### config.mk
export PLATFORM = sky130hd
export DESIGN_NAME = button_debounce
export DESIGN_NICKNAME = d
export VERILOG_FILES = /design/src/rtl/button_debounce_pkg.sv /design/src/rtl/debounce_cell.sv /design/src/rtl/button_debounce.sv
export SDC_FILE = /design/constraint.sdc
export NUM_CORES = 1
export LEC_CHECK = 0
export CAP_MARGIN = 10
export CORE_MARGIN = 3
export CORE_UTILIZATION = 55
export CTS_CLUSTER_DIAMETER = 60
export DETAILED_ROUTE_END_ITERATION = 10
export PLACE_DENSITY = 0.79
export SKIP_LAST_GASP = 1
export SYNTH_ARGS = -nofsm -noshare
export SYNTH_HDL_FRONTEND = slang
export SYNTH_HIERARCHICAL = 1
export SYNTH_SLANG_ARGS = --single-unit
### constraint.sdc
create_clock -name clk -period 2.2 [get_ports clk]
set_input_delay 0.44 -clock clk [delete_from_list [all_inputs] [get_ports clk]]
set_output_delay 0.44 -clock clk [all_outputs]
set_load 0.02 [all_outputs]
### src/rtl/button_debounce_pkg.sv
// ----------------------------------------------------------------------------
// button_debounce_pkg
//   Shared defaults and board button indices for the button debouncer.
//   No ports; imported by debounce_cell, button_debounce and the bench.
// ----------------------------------------------------------------------------
package button_debounce_pkg;

   localparam int DEF_NUM_BTN = 5;   // independent button channels
   localparam int DEF_DEPTH   = 4;   // equal slow samples needed (>= 2)

   // Board button positions within btn_in / btn_level / btn_press / btn_release
   localparam int BTN_UP     = 0;
   localparam int BTN_DOWN   = 1;
   localparam int BTN_LEFT   = 2;
   localparam int BTN_RIGHT  = 3;
   localparam int BTN_CENTER = 4;

endpackage

### src/rtl/debounce_cell.sv
// ----------------------------------------------------------------------------
// debounce_cell
//   One debounced button channel: 2-flop input synchronizer, DEPTH-deep
//   sample history advanced only on i_strobe, registered level, and
//   one-cycle press/release pulses aligned with the level change.
//
//   Ports
//     clk        system clock, rising edge
//     rst        asynchronous, active-high reset
//     i_strobe   one-cycle sample enable derived from the slow clock
//     i_btn      raw asynchronous button input, active-high
//     o_level    debounced level
//     o_press    one-cycle pulse when o_level rises
//     o_release  one-cycle pulse when o_level falls
// ----------------------------------------------------------------------------
module debounce_cell
   import button_debounce_pkg::*;
#(
   parameter int DEPTH = DEF_DEPTH
) (
   input  logic clk,
   input  logic rst,
   input  logic i_strobe,
   input  logic i_btn,
   output logic o_level,
   output logic o_press,
   output logic o_release
);

   logic             r_b1;
   logic             r_b2;
   logic [DEPTH-1:0] r_sh;
   logic             r_level;
   logic             r_press;
   logic             r_release;
   logic             w_next_level;

   // The level only moves once the whole history agrees; any mix holds it,
   // which is what rejects single-sample glitches and alternating bounce.
   always_comb begin
      // NOTE: default assignment first, so no path leaves w_next_level unassigned and no latch is inferred.
      w_next_level = r_level;
      if (&r_sh) begin
         w_next_level = 1'b1;
      end else if (~|r_sh) begin
         w_next_level = 1'b0;
      end
   end

   // NOTE: sequential state uses non-blocking <= so every flop samples pre-edge values.
   always_ff @(posedge clk or posedge rst) begin
      if (rst) begin
         r_b1      <= 1'b0;
         r_b2      <= 1'b0;
         // NOTE: the sample history is reset too, so a reset discards any half-finished debounce.
         r_sh      <= '0;
         r_level   <= 1'b0;
         r_press   <= 1'b0;
         r_release <= 1'b0;
      end else begin
         r_b1      <= i_btn;
         r_b2      <= r_b1;
         if (i_strobe) begin
            r_sh <= {r_sh[DEPTH-2:0], r_b2};
         end
         r_level   <= w_next_level;
         // Pulses are registered with the level so they appear in the same
         // cycle the new level is first visible.
         r_press   <= w_next_level & ~r_level;
         r_release <= ~w_next_level & r_level;
      end
   end

   assign o_level   = r_level;
   assign o_press   = r_press;
   assign o_release = r_release;

endmodule

### src/rtl/button_debounce.sv
// ----------------------------------------------------------------------------
// button_debounce
//   Debounces NUM_BTN push buttons using the divided slow clock purely as a
//   sampling strobe (edge-detected in the clk domain, never used as a clock).
//
//   Ports
//     clk          system clock, rising edge
//     rst          asynchronous, active-high reset
//     clk_slow     divided clock from the clock divider (sampling reference)
//     btn_in       raw asynchronous bouncing buttons, active-high
//     btn_level    debounced level per button
//     btn_press    one-clk pulse when btn_level rises
//     btn_release  one-clk pulse when btn_level falls
// ----------------------------------------------------------------------------
module button_debounce
   import button_debounce_pkg::*;
#(
   parameter int NUM_BTN = DEF_NUM_BTN,
   parameter int DEPTH   = DEF_DEPTH     // must be >= 2
) (
   input  logic               clk,
   input  logic               rst,
   input  logic               clk_slow,
   input  logic [NUM_BTN-1:0] btn_in,
   output logic [NUM_BTN-1:0] btn_level,
   output logic [NUM_BTN-1:0] btn_press,
   output logic [NUM_BTN-1:0] btn_release
);

   logic r_s1;
   logic r_s2;
   logic r_s3;
   logic w_strobe;

   // s1/s2 synchronize clk_slow; s3 is the delayed copy for edge detection.
   always_ff @(posedge clk or posedge rst) begin
      if (rst) begin
         r_s1 <= 1'b0;
         r_s2 <= 1'b0;
         r_s3 <= 1'b0;
      end else begin
         r_s1 <= clk_slow;
         r_s2 <= r_s1;
         r_s3 <= r_s2;
      end
   end

   // One clk cycle per clk_slow rising edge, shared by every channel.
   assign w_strobe = r_s2 & ~r_s3;

   for (genvar gi = 0; gi < NUM_BTN; gi++) begin : g_cell
      debounce_cell #(
         .DEPTH (DEPTH)
      ) u_cell (
         .clk       (clk),
         .rst       (rst),
         .i_strobe  (w_strobe),
         .i_btn     (btn_in[gi]),
         .o_level   (btn_level[gi]),
         .o_press   (btn_press[gi]),
         .o_release (btn_release[gi])
      );
   end

endmodule

Word level (Yosys, flattened, before mapping)

Index checks and enable logic that the tools add are counted.

Output and inout port bits: 15
Flip-flop bits (word level): 48
Logic and storage cells: 75
Input bits: 8

Bitwise gates (word level): 22
Multiplexer cells: 10
Reduce and logical (&&, ||, !) cells: 10

Operators by type and width:

| kind                | number |
|---|---|
| AND reduction 4 bit | 5 |
| OR reduction 4 bit  | 5 |
| bitwise AND 1 bit   | 11 |
| inverter 1 bit      | 11 |
| 2-to-1 mux 1 bit    | 10 |

Logic depth before layout (Yosys ltp)

Gate-level depths: netlist of the first run.

Depth after elaboration: 5
Gate-level depth with buffers: 2
Mapped depth without buffers: 2

By module

The synthesis of the first run kept the hierarchy.

Modules (own cells, without submodules):

| module          | instances | area an instance (µm²) | cells each |
|---|---|---|---|
| debounce_cell   | 5         | 320.3                  | 21 |
| button_debounce | 1         | 92.6                   | 5 |

Worst setup path after synthesis of the first run

No wires, ideal clock.

Path kind: register -> register
Start: register r_s3
End: register g_cell[0].u_cell.r_sh[1]
Buffers on the path: 0
Data required time: 2,073 ps
Data arrival time: 1,106 ps
Path slack: 967 ps
Period minus slack after synthesis: 1,233 ps
Stages on the path, launching flop included: 3
Cell sequence: dfrtp_1 > nor2b_4 > mux2_1

Word-level cells in the longest chain between the ends: 2

RTL lines:

| what                   | RTL line              | RTL |
|---|---|---|
| start, declared        | button_debounce.sv:32 | `logic r_s3;` |
| start signal, assigned | button_debounce.sv:44 | `r_s3 <= r_s2;` |
| inverter 1 bit         | button_debounce.sv:49 | `assign w_strobe = r_s2 & ~r_s3;` |
| bitwise AND 1 bit      | button_debounce.sv:49 |  |
| net w_strobe           | button_debounce.sv:33 | `logic w_strobe;` |
| end signal, assigned   | debounce_cell.sv:64   | `r_sh <= {r_sh[DEPTH-2:0], r_b2};` |
| end, declared          | debounce_cell.sv:32   | `logic [DEPTH-1:0] r_sh;` |

The timed path passes the listed nets, and every way through them passes these cells.
A chain may end at the register's enable or synchronous reset.

Final worst setup path of the first run

Start: register g_cell[0].u_cell.r_level
End: output port btn_level[0]

RTL lines:

| what                   | RTL line              | RTL |
|---|---|---|
| start, declared        | debounce_cell.sv:33   | `logic r_level;` |
| start signal, assigned | debounce_cell.sv:66   | `r_level <= w_next_level;` |
| end, declared          | button_debounce.sv:25 | `output logic [NUM_BTN-1:0] btn_level,` |

No word-level cell between the ends.

==> results of run 1 <==
cells in the final DEF, fill, tap and decap left out:
cell type,n
sky130_fd_sc_hd__nor2_1,5
sky130_fd_sc_hd__clkinv_2,1
sky130_fd_sc_hd__bufinv_16,1
sky130_fd_sc_hd__and2_1,5
sky130_fd_sc_hd__a31oi_1,5
sky130_fd_sc_hd__nor4_2,5
sky130_fd_sc_hd__clkdlybuf4s50_1,22
sky130_fd_sc_hd__nor3b_1,5
sky130_fd_sc_hd__clkbuf_1,1
sky130_fd_sc_hd__clkbuf_4,5
sky130_fd_sc_hd__inv_1,6
sky130_fd_sc_hd__mux2_1,20
sky130_fd_sc_hd__nand3_1,5
sky130_fd_sc_hd__nor2b_4,1
sky130_fd_sc_hd__dfrtp_1,48
sky130_fd_sc_hd__nor3_1,5
registers in the layout, summed over array words and instances, names as in the netlist:
signal                   cells
g_cell.u_cell/o_level        5
g_cell.u_cell/o_release      5
g_cell.u_cell/r_sh          20
g_cell.u_cell/r_b1           5
r_s2                         1
r_s1                         1
r_s3                         1
g_cell.u_cell/o_press        5
g_cell.u_cell/r_b2           5
power by group through the flow:
stage	logic [mW]	registers, mW	clock network, mW
floorplan	0.189	1.23	0
global placement	0.344	1.20	0
detailed placement	0.361	1.23	0
CTS	0.362	1.21	0.513
global route	0.397	1.24	0.549
finish	0.355	1.21	0.502
layer usage:
metal / global-route usage [%] / vias up / part of all wire, %
li1: - / 444 / -
met1: 20.6 / 460 / 45
met2: 26.9 / 19 / 50
met3: 4.40 / 2 / 4.7
met4: 9.09 / 0 / 0.39
met5: 0 / - / 0
area by class of cell:
class	instances	area (um^2)	area share [%]
flip-flops and latches	48	1200	59.2
multi-input cells	56	470	23.2
repair buffers	22	220	10.9
clock buffers	6	41.3	2.03
well taps	31	38.8	1.91
clock inverters	2	35.0	1.73
inverters	6	22.5	1.11
worst register-to-register path: cells and delay by family (launching register included):
family           cells  cell delay, ns
AND/OR/NAND/NOR      1            0.50
multiplexers         1            0.39
flip-flops           1            0.41
worst max-delay path by stage:
stage                             startpoint                        to  slack (ns)  cells after the start
floorplan                               r_s3  g_cell[0].u_cell/r_sh[1]        0.97                      2
global placement    g_cell[4].u_cell/o_level              btn_level[4]        0.77                      1
detailed placement  g_cell[4].u_cell/o_level              btn_level[4]        0.75                      1
CTS                 g_cell[4].u_cell/o_level              btn_level[4]        0.33                      1
global route        g_cell[0].u_cell/o_level              btn_level[0]        0.27                      1
finish              g_cell[0].u_cell/o_level              btn_level[0]        0.34                      1
metrics by stage:
step / cells / power (mW) / hold WS (ns)
final: 171 / 2.07 / 0.363
after global routing: 171 / 2.19 / 0.374
after floorplan: 110 / 1.42 / 0.194
after CTS: 171 / 2.08 / 0.366
after global placement: 163 / 1.55 / 0.332
after detailed placement: 163 / 1.59 / 0.337
kinds of logic after synthesis:
logic type             count (synthesis)  synth area share (%)
AO/OA/AOI/OAI                          5                  1.85
buffers and inverters                  6                  1.33
flip-flops                            48                  70.9
multiplexers                          20                  13.3
AND/OR/NAND/NOR                       31                  12.6
==> out/qor.csv, run 1 <==
metric;value;unit
total number of vias;925;
top cells by instance count after synthesis;sky130_fd_sc_hd__dfrtp_1 (48), sky130_fd_sc_hd__mux2_1 (20), sky130_fd_sc_hd__inv_1 (6);
Crit Path Category;flop to primary output;
placed wire-length estimate after detailed placement;1860;um
number of enable-type register cells in the synthesized netlist;0;
sum of routed wire length over all layers;2590;um
number of antenna cells inserted;0;
Setup Viol. Count Final;0;
Initial Util;59.4;%
setup tns final;0;ns
area of all placed cells without fillers;2030;um^2
total setup buffers inserted after CTS;0;
tightest slew margin relative to the limit;59.9;%
Root Buffer Master;sky130_fd_sc_hd__clkbuf_4;
net count after synthesis;118;
via density per instance;5.41;
DRC marker count from the first detailed-route iteration;35;
top fanout value on the critical path;5;
chain of cells forming the critical path;clkdlybuf4s50_1;
GR Overflow Total;0;
fraction of power consumed by combinational cells;17.2;%
# nets final;147;
ratio of total power to cell area;1020;nW/um^2
antenna violations before repair;0;
net load switching power;598;uW
Min Clock Period, post-route;1.86;ns
switching share of total power;28.9;%
Leak Pwr;0.887;nW
FF-to-FF setup slack;0.79;ns
cell type with the highest aggregate area in the netlist;sky130_fd_sc_hd__dfrtp_1;
site row count;19;
Worst-Skew Late Latency;0.36;ns
TritonCTS sink count;48;
Hold Crit Depth;0;
combined area of all synthesized cells;1690;um^2
worst path required time;1.76;ns
DRT antenna net count;0;
final period utilization;84.8;%
input/output buffers;22;
endpoint kind of the worst setup timing path;primary output;
RSZ-0062 raised after global routing;false;
Peak supply drop;707;uV
fmax;536;MHz
total global routing track utilization;16.7;%
pin count of the biggest net entering global routing;21;
number of warnings reported in the yosys synthesis log;6;
top cell type's share of synthesized area;70.9;%
Maximum Capacitance Violations;0;
distinct cell type count after synthesis;11;
startpoint of the most critical hold path;r_s1;
utilization after layout;71.1;%
post-detailed-placement cell area;1950;um^2
routed length per placed instance;15.2;um
number of cells upsized or downsized after cts;0;
part of the total power dissipated in the clock network;24.3;%
setup slack at placement;0.747;ns
sequential-to-total area share from yosys stat;70.9;%
Die X;61.5;um
relative contribution of sequential cells to total power;58.6;%
most used flip-flop cell after synthesis;sky130_fd_sc_hd__dfrtp_1;
Fin Clk Skew;0.0168;ns
DIE AREA;3780;um^2
CTS hold repair buffers;0;
number of register bits inferred by synthesis;48;
reg2reg start;r_s3;
total core area;2850;um^2
CTS tree;built;
via count of the first global-routing pass;987;
Ports;23;
worst reg2reg path depth;2;
maximum single-stage delay on the critical path;0.63;ns
number of buffers added by the clock tree synthesis step;5;
run status;completed;
max-slew violations;0;
internal power component;1.47;mW
highest-delay cell along the critical path;sky130_fd_sc_hd__clkdlybuf4s50_1;
end of the worst hold path;r_s2;
Hold Violations, Final;0;
vertical die dimension;61.5;um
Max Buffers Root-to-Sink;2;
slew at the pin closest to its max-slew limit;0.600;ns
drc violations;0;
count of TritonRoute iterations in the first routing pass;5;
Worst Setup Slack, final;0.335;ns
Async SR Flop Fraction;100;%
depth of the CTS H-tree;2;
Bufs and invs on worst path;1;
Arr. time, crit path;1.42;ns
final estimated routing congestion in global placement;0.749;
crit start category;flop;
Crit path max-delay family;buffers and inverters;
number of inserted filler cells in the final layout;217;
main area contributors after synthesis;sky130_fd_sc_hd__dfrtp_1 (71%), sky130_fd_sc_hd__mux2_1 (13%), sky130_fd_sc_hd__nor4_2 (3.7%);
Syn-to-layout area delta;19.8;%
Crit Reg-Reg Endpoint;g_cell[3].u_cell/r_sh[1];
wire length of the first global-routing pass;4470;um
number of cells produced by synthesis;110;
share of layout cells above drive strength 1;9.29;%
Avg Cell Area, Syn;15.4;um^2
min-delay worst type;flop to flop;
cell with the most instances after synthesis;sky130_fd_sc_hd__dfrtp_1;
Worst-path clk slew;0.14;ns
Note: power is estimated with default switching activity, not from simulation.
==> run 2: changes to the inputs <==
--- a/config.mk
+++ b/config.mk
@@ -7,10 +7,10 @@
 export LEC_CHECK = 0
 export CAP_MARGIN = 10
 export CORE_MARGIN = 3
-export CORE_UTILIZATION = 55
+export CORE_UTILIZATION = 52
 export CTS_CLUSTER_DIAMETER = 60
 export DETAILED_ROUTE_END_ITERATION = 10
-export PLACE_DENSITY = 0.79
+export PLACE_DENSITY = 0.75
 export SKIP_LAST_GASP = 1
 export SYNTH_ARGS = -nofsm -noshare
 export SYNTH_HDL_FRONTEND = slang
==> constraint.sdc (replaced) <==
create_clock -name clk -period 1.75 [get_ports clk]
set_input_delay 0.35 -clock clk [delete_from_list [all_inputs] [get_ports clk]]
set_output_delay 0.35 -clock clk [all_outputs]
set_load 0.02 [all_outputs]
==> out/qor.csv, run 2 (same netlist as run 1, synthesis figures left out) <==
metric;value;unit;change
run status;completed;;
tightest slew margin relative to the limit;77.6;%;+18 points
setup slack at placement;0.383;ns;-0.364 ns
final period utilization;93.2;%;
Max Buffers Root-to-Sink;2;;unchanged
max-slew violations;0;;unchanged
Setup Viol. Count Final;0;;unchanged
most used routing layer in global routing;met2;;
Ports;23;;unchanged
RSZ-0062 raised after global routing;false;;
Crit Path Category;flop to primary output;;
M2 GR Usage;24.9;%;-2.0 points
Crit path max-delay family;buffers and inverters;;
GR Overflow Total;0;;unchanged
TritonCTS sink count;48;;unchanged
DRC marker count from the first detailed-route iteration;54;;+54%
number of inserted filler cells in the final layout;233;;+7.4%
fmax;613;MHz;
via count of the first global-routing pass;1029;;+4.3%
count of TritonRoute iterations in the first routing pass;4;;-1
Worst Setup Slack, final;0.118;ns;-0.217 ns
wire length of the first global-routing pass;4460;um;-0.31%
post-detailed-placement cell area;1990;um^2;+1.9%
routing usage on met3;3.92;%;-0.48 points
CTS hold repair buffers;0;;unchanged
highest-delay cell along the critical path;sky130_fd_sc_hd__clkdlybuf4s50_1;;
final estimated routing congestion in global placement;0.715;;-4.5%
worst reg2reg path depth;3;;+1
most used cells in the layout excluding fill and tap cells;sky130_fd_sc_hd__dfrtp_1 (48), sky130_fd_sc_hd__mux2_1 (20), sky130_fd_sc_hd__clkdlybuf4s50_1 (17);;
number of cells in the finished layout apart from fillers;185;;+8.2%
number of antenna cells inserted;0;;unchanged
Arr. time, crit path;1.28;ns;-0.14 ns
Bufs and invs on worst path;1;;unchanged
Crit Reg-Reg Endpoint;g_cell[0].u_cell/r_sh[1];;
Syn-to-layout area delta;21.2;%;
input/output buffers;22;;unchanged
met1 Use GR;16.3;%;-4.4 points
top fanout value on the critical path;1;;-4
placed wire-length estimate after detailed placement;1750;um;-6.1%
number of placed instances, taps included;177;;+8.6%
via density per instance;5.14;;-5.0%
register containing the most flip-flops in the final layout;g_cell.u_cell/r_sh;;
Initial Util;55.0;%;-4.3 points
Worst-path clk slew;0.12;ns;-0.02 ns
Fin Clk Skew;0.00658;ns;-0.0102 ns
ratio of total power to cell area;1190;nW/um^2;+17%
FF-to-FF setup slack;0.48;ns;-0.31 ns
pin count of the biggest net entering global routing;17;;-19%
antenna violations before repair;0;;unchanged
DIE AREA;3980;um^2;+5.2%
most common cell after layout, fill and taps aside;sky130_fd_sc_hd__dfrtp_1;;
Worst-Skew Late Latency;0.34;ns;-0.02 ns
min-delay worst type;primary input to async pin;;
share of layout cells above drive strength 1;9.22;%;-0.066 points
worst path required time;1.40;ns;-0.36 ns
Maximum Capacitance Violations;0;;unchanged
vertical die dimension;63.1;um;+2.6%
depth of the CTS H-tree;2;;unchanged
crit start category;flop;;
total global routing track utilization;14.3;%;-2.4 points
sum of routed wire length over all layers;2360;um;-8.8%
Root Buffer Master;sky130_fd_sc_hd__clkbuf_4;;
total core area;3080;um^2;+7.9%
area of all placed cells without fillers;2050;um^2;+1.2%
chain of cells forming the critical path;clkdlybuf4s50_1;;
Die X;63.1;um;+2.6%
total number of vias;951;;+2.8%
Leak Pwr;0.947;nW;+6.7%
Hold Violations, Final;0;;unchanged
utilization after layout;66.7;%;-4.4 points
routed length per placed instance;12.8;um;-16%
drc violations;0;;unchanged
Min Clock Period, post-route;1.63;ns;
slew at the pin closest to its max-slew limit;0.336;ns;-0.264 ns
CTS tree;built;;
site row count;20;;+1
DRT antenna net count;0;;unchanged
endpoint kind of the worst setup timing path;primary output;;
setup tns final;0;ns;unchanged
Peak supply drop;769;uV;+8.8%
number of buffers added by the clock tree synthesis step;5;;unchanged
total setup buffers inserted after CTS;0;;unchanged
# nets final;148;;+0.68%
flip-flop count of the largest register after layout;20;;unchanged
reg2reg start;r_s2;;
maximum single-stage delay on the critical path;0.60;ns;-0.03 ns
## run 2: area by class of cell
type,instances,area [um^2],share of cell area (%)
Sequential cell,48,1200,58.5
Multi-Input combinational cell,56,470,22.9
Timing Repair Buffer,23,245,11.9
Clock buffer,8,58.8,2.86
Tap cell,44,55.1,2.68
Inverter,6,22.5,1.10
## run 2: per-stage QoR
stage	total power, mW	hold slack (ns)
6_report	2.44	0.351
4_1_cts	2.48	0.337
3_3_place_gp	1.96	0.332
3_5_place_dp	1.99	0.335
5_1_grt	2.61	0.371
2_1_floorplan	1.79	0.104
## run 2: where the power goes
part	internal (mW)	leakage (nW)	switching, mW
clock network	0.199	0.0326	0.296
logic	0.240	0.319	0.196
registers	1.30	0.596	0.211
total	1.74	0.947	0.702
## run 2: timing repair
item	in CTS	in global routing
endpoints found under the setup margin	2	3
resized for setup	2	3
cloned	0	0
## run 2: how the worst max path moves through the flow
stage,from,endpoint,slack (ns),depth (start not counted)
finish,g_cell[2].u_cell/o_press,btn_press[2],0.12,1
floorplan,r_s3,g_cell[0].u_cell/r_sh[1],0.52,2
global placement,g_cell[2].u_cell/o_level,btn_level[2],0.41,1
CTS,g_cell[0].u_cell/o_level,btn_level[0],0.002,1
detailed placement,g_cell[4].u_cell/o_level,btn_level[4],0.38,1
global route,g_cell[2].u_cell/o_release,btn_release[2],0.04,1
## run 2: routing by layer
| layer | part of all wire (%) | vias to the layer above |
|---|---|---|
| li1 | - | 446 |
| met1 | 42 | 481 |
| met2 | 52 | 17 |
| met3 | 4.1 | 7 |
| met4 | 1.8 | 0 |
| met5 | 0 | - |
==> run 3: changes to the inputs <==
--- a/config.mk
+++ b/config.mk
@@ -6,6 +6,7 @@
 export NUM_CORES = 1
 export LEC_CHECK = 0
 export CAP_MARGIN = 10
+export CORE_ASPECT_RATIO = 1.4
 export CORE_MARGIN = 3
 export CORE_UTILIZATION = 52
 export CTS_CLUSTER_DIAMETER = 60
==> out/qor.csv, run 3 (same netlist as run 1, synthesis figures left out) <==
metric;value;unit;change
run status;completed;;
RSZ-0062 raised after global routing;false;;
Arr. time, crit path;1.32;ns;+0.04 ns
min-delay worst type;flop to flop;;
routed length per placed instance;14.1;um;+10%
DRT antenna net count;0;;unchanged
antenna violations before repair;0;;unchanged
final period utilization;95.3;%;+2.0 points
Leak Pwr;0.926;nW;-2.2%
endpoint kind of the worst setup timing path;primary output;;
number of placed instances, taps included;170;;-4.0%
final estimated routing congestion in global placement;0.743;;+3.9%
CTS hold repair buffers;0;;unchanged
most common cell after layout, fill and taps aside;sky130_fd_sc_hd__dfrtp_1;;
Crit Path Category;flop to primary output;;
Fin Clk Skew;0.00679;ns;+0.000211 ns
Worst-Skew Late Latency;0.29;ns;-0.05 ns
share of layout cells above drive strength 1;9.93;%;+0.71 points
total global routing track utilization;15.5;%;+1.1 points
Initial Util;56.6;%;+1.6 points
maximum single-stage delay on the critical path;0.62;ns;+0.02 ns
overall power after layout;2.73;mW;+12%
max-slew violations;0;;unchanged
DRC marker count from the first detailed-route iteration;7;;-87%
placed wire-length estimate after detailed placement;1800;um;+3.0%
GR Overflow Total;0;;unchanged
highest-delay cell along the critical path;sky130_fd_sc_hd__clkdlybuf4s50_1;;
Hold Violations, Final;0;;unchanged
# nets final;148;;unchanged
sum of routed wire length over all layers;2510;um;+6.1%
number of buffers added by the clock tree synthesis step;5;;unchanged
crit start category;flop;;
number of antenna cells inserted;0;;unchanged
flip-flop count of the largest register after layout;20;;unchanged
ratio of total power to cell area;1300;nW/um^2;+9.7%
Worst-path clk slew;0.08;ns;-0.04 ns
top fanout value on the critical path;5;;+4
Min Clock Period, post-route;1.67;ns;+0.0353 ns
Peak supply drop;820;uV;+6.6%
number of cells in the finished layout apart from fillers;178;;-3.8%
Worst Setup Slack, final;0.0829;ns;-0.0353 ns
total core area;2990;um^2;-2.8%
tightest slew margin relative to the limit;77.0;%;-0.56 points
site row count;23;;+15%
Bufs and invs on worst path;1;;unchanged
wire length of the first global-routing pass;4360;um;-2.2%
TritonCTS sink count;48;;unchanged
Crit path max-delay family;buffers and inverters;;
Die X;54.2;um;-14%
depth of the CTS H-tree;2;;unchanged
Ports;23;;unchanged
vertical die dimension;73.5;um;+17%
register containing the most flip-flops in the final layout;g_cell.u_cell/r_sh;;
fmax;600;MHz;-2.1%
count of TritonRoute iterations in the first routing pass;4;;unchanged
DIE AREA;3990;um^2;+0.24%
worst path required time;1.40;ns;about the same
chain of cells forming the critical path;clkdlybuf4s50_1;;
setup slack at placement;0.391;ns;+0.00819 ns
pin count of the biggest net entering global routing;15;;-2
via density per instance;5.36;;+4.3%
most used cells in the layout excluding fill and tap cells;sky130_fd_sc_hd__dfrtp_1 (48), sky130_fd_sc_hd__clkdlybuf4s50_1 (21), sky130_fd_sc_hd__mux2_1 (20);;
total number of vias;954;;+0.32%
Max Buffers Root-to-Sink;2;;unchanged
Maximum Capacitance Violations;0;;unchanged
utilization after layout;69.9;%;+3.2 points
Root Buffer Master;sky130_fd_sc_hd__clkbuf_8;;
input/output buffers;22;;unchanged
setup tns final;0;ns;unchanged
Setup Viol. Count Final;0;;unchanged
via count of the first global-routing pass;982;;-4.6%
total setup buffers inserted after CTS;0;;unchanged
number of cells upsized or downsized after cts;0;;-2
slew at the pin closest to its max-slew limit;0.344;ns;+0.00833 ns
CTS tree;built;;
Syn-to-layout area delta;23.4;%;
drc violations;0;;unchanged
number of inserted filler cells in the final layout;217;;-6.9%
==> run 3: stage by stage <==
stage,hold WS (ns),area (um^2)
final,0.357,2090
after global routing,0.364,2090
after CTS,0.360,2090
after detailed placement,0.336,1980
after global placement,0.333,1980
after floorplan,0.104,1690
==> run 3: area by class of cell <==
| class | count | area, um^2 | area share (%) |
|---|---|---|---|
| Clock buffer | 6 | 72.6 | 3.47 |
| Clock inverter | 2 | 35.0 | 1.68 |
| Inverter | 6 | 22.5 | 1.08 |
| Multi-Input combinational cell | 56 | 470 | 22.5 |
| Sequential cell | 48 | 1200 | 57.5 |
| Tap cell | 37 | 46.3 | 2.21 |
| Timing Repair Buffer | 23 | 243 | 11.6 |
==> run 3: path summary, 6_finish.rpt <==
path / slack [ns] / endpoint / start / cells past startpoint
min: 0.36 / g_cell[3].u_cell/r_b2 / g_cell[3].u_cell/r_b1 / 0
min reg2reg: 0.36 / g_cell[3].u_cell/r_b2 / g_cell[3].u_cell/r_b1 / 0
min in group asynchronous: 0.38 / r_s1 / rst / 2
max in group asynchronous: 1.01 / g_cell[3].u_cell/r_b1 / rst / 2
max: 0.08 / btn_level[4] / g_cell[4].u_cell/o_level / 1
max reg2reg: 0.42 / g_cell[3].u_cell/r_sh[2] / r_s3 / 3
==> run 3: power breakdown <==
group | leakage (nW) | internal [mW] | switching, mW | total, mW
combinational | 0.276 | 0.252 | 0.200 | 0.452
sequential | 0.596 | 1.30 | 0.216 | 1.52
clock | 0.0552 | 0.424 | 0.333 | 0.757
total | 0.926 | 1.98 | 0.750 | 2.73
==> run 3: per-layer routing <==
metal | up-vias | track usage (%) | routed length (um) | share of wire (%)
li1 | 444 | - | - | -
met1 | 481 | 18.4 | 1060 | 42
met2 | 24 | 24.8 | 1300 | 52
met3 | 5 | 6.09 | 99 | 3.9
met4 | 0 | 5.82 | 45 | 1.8
met5 | - | 0 | 0 | 0
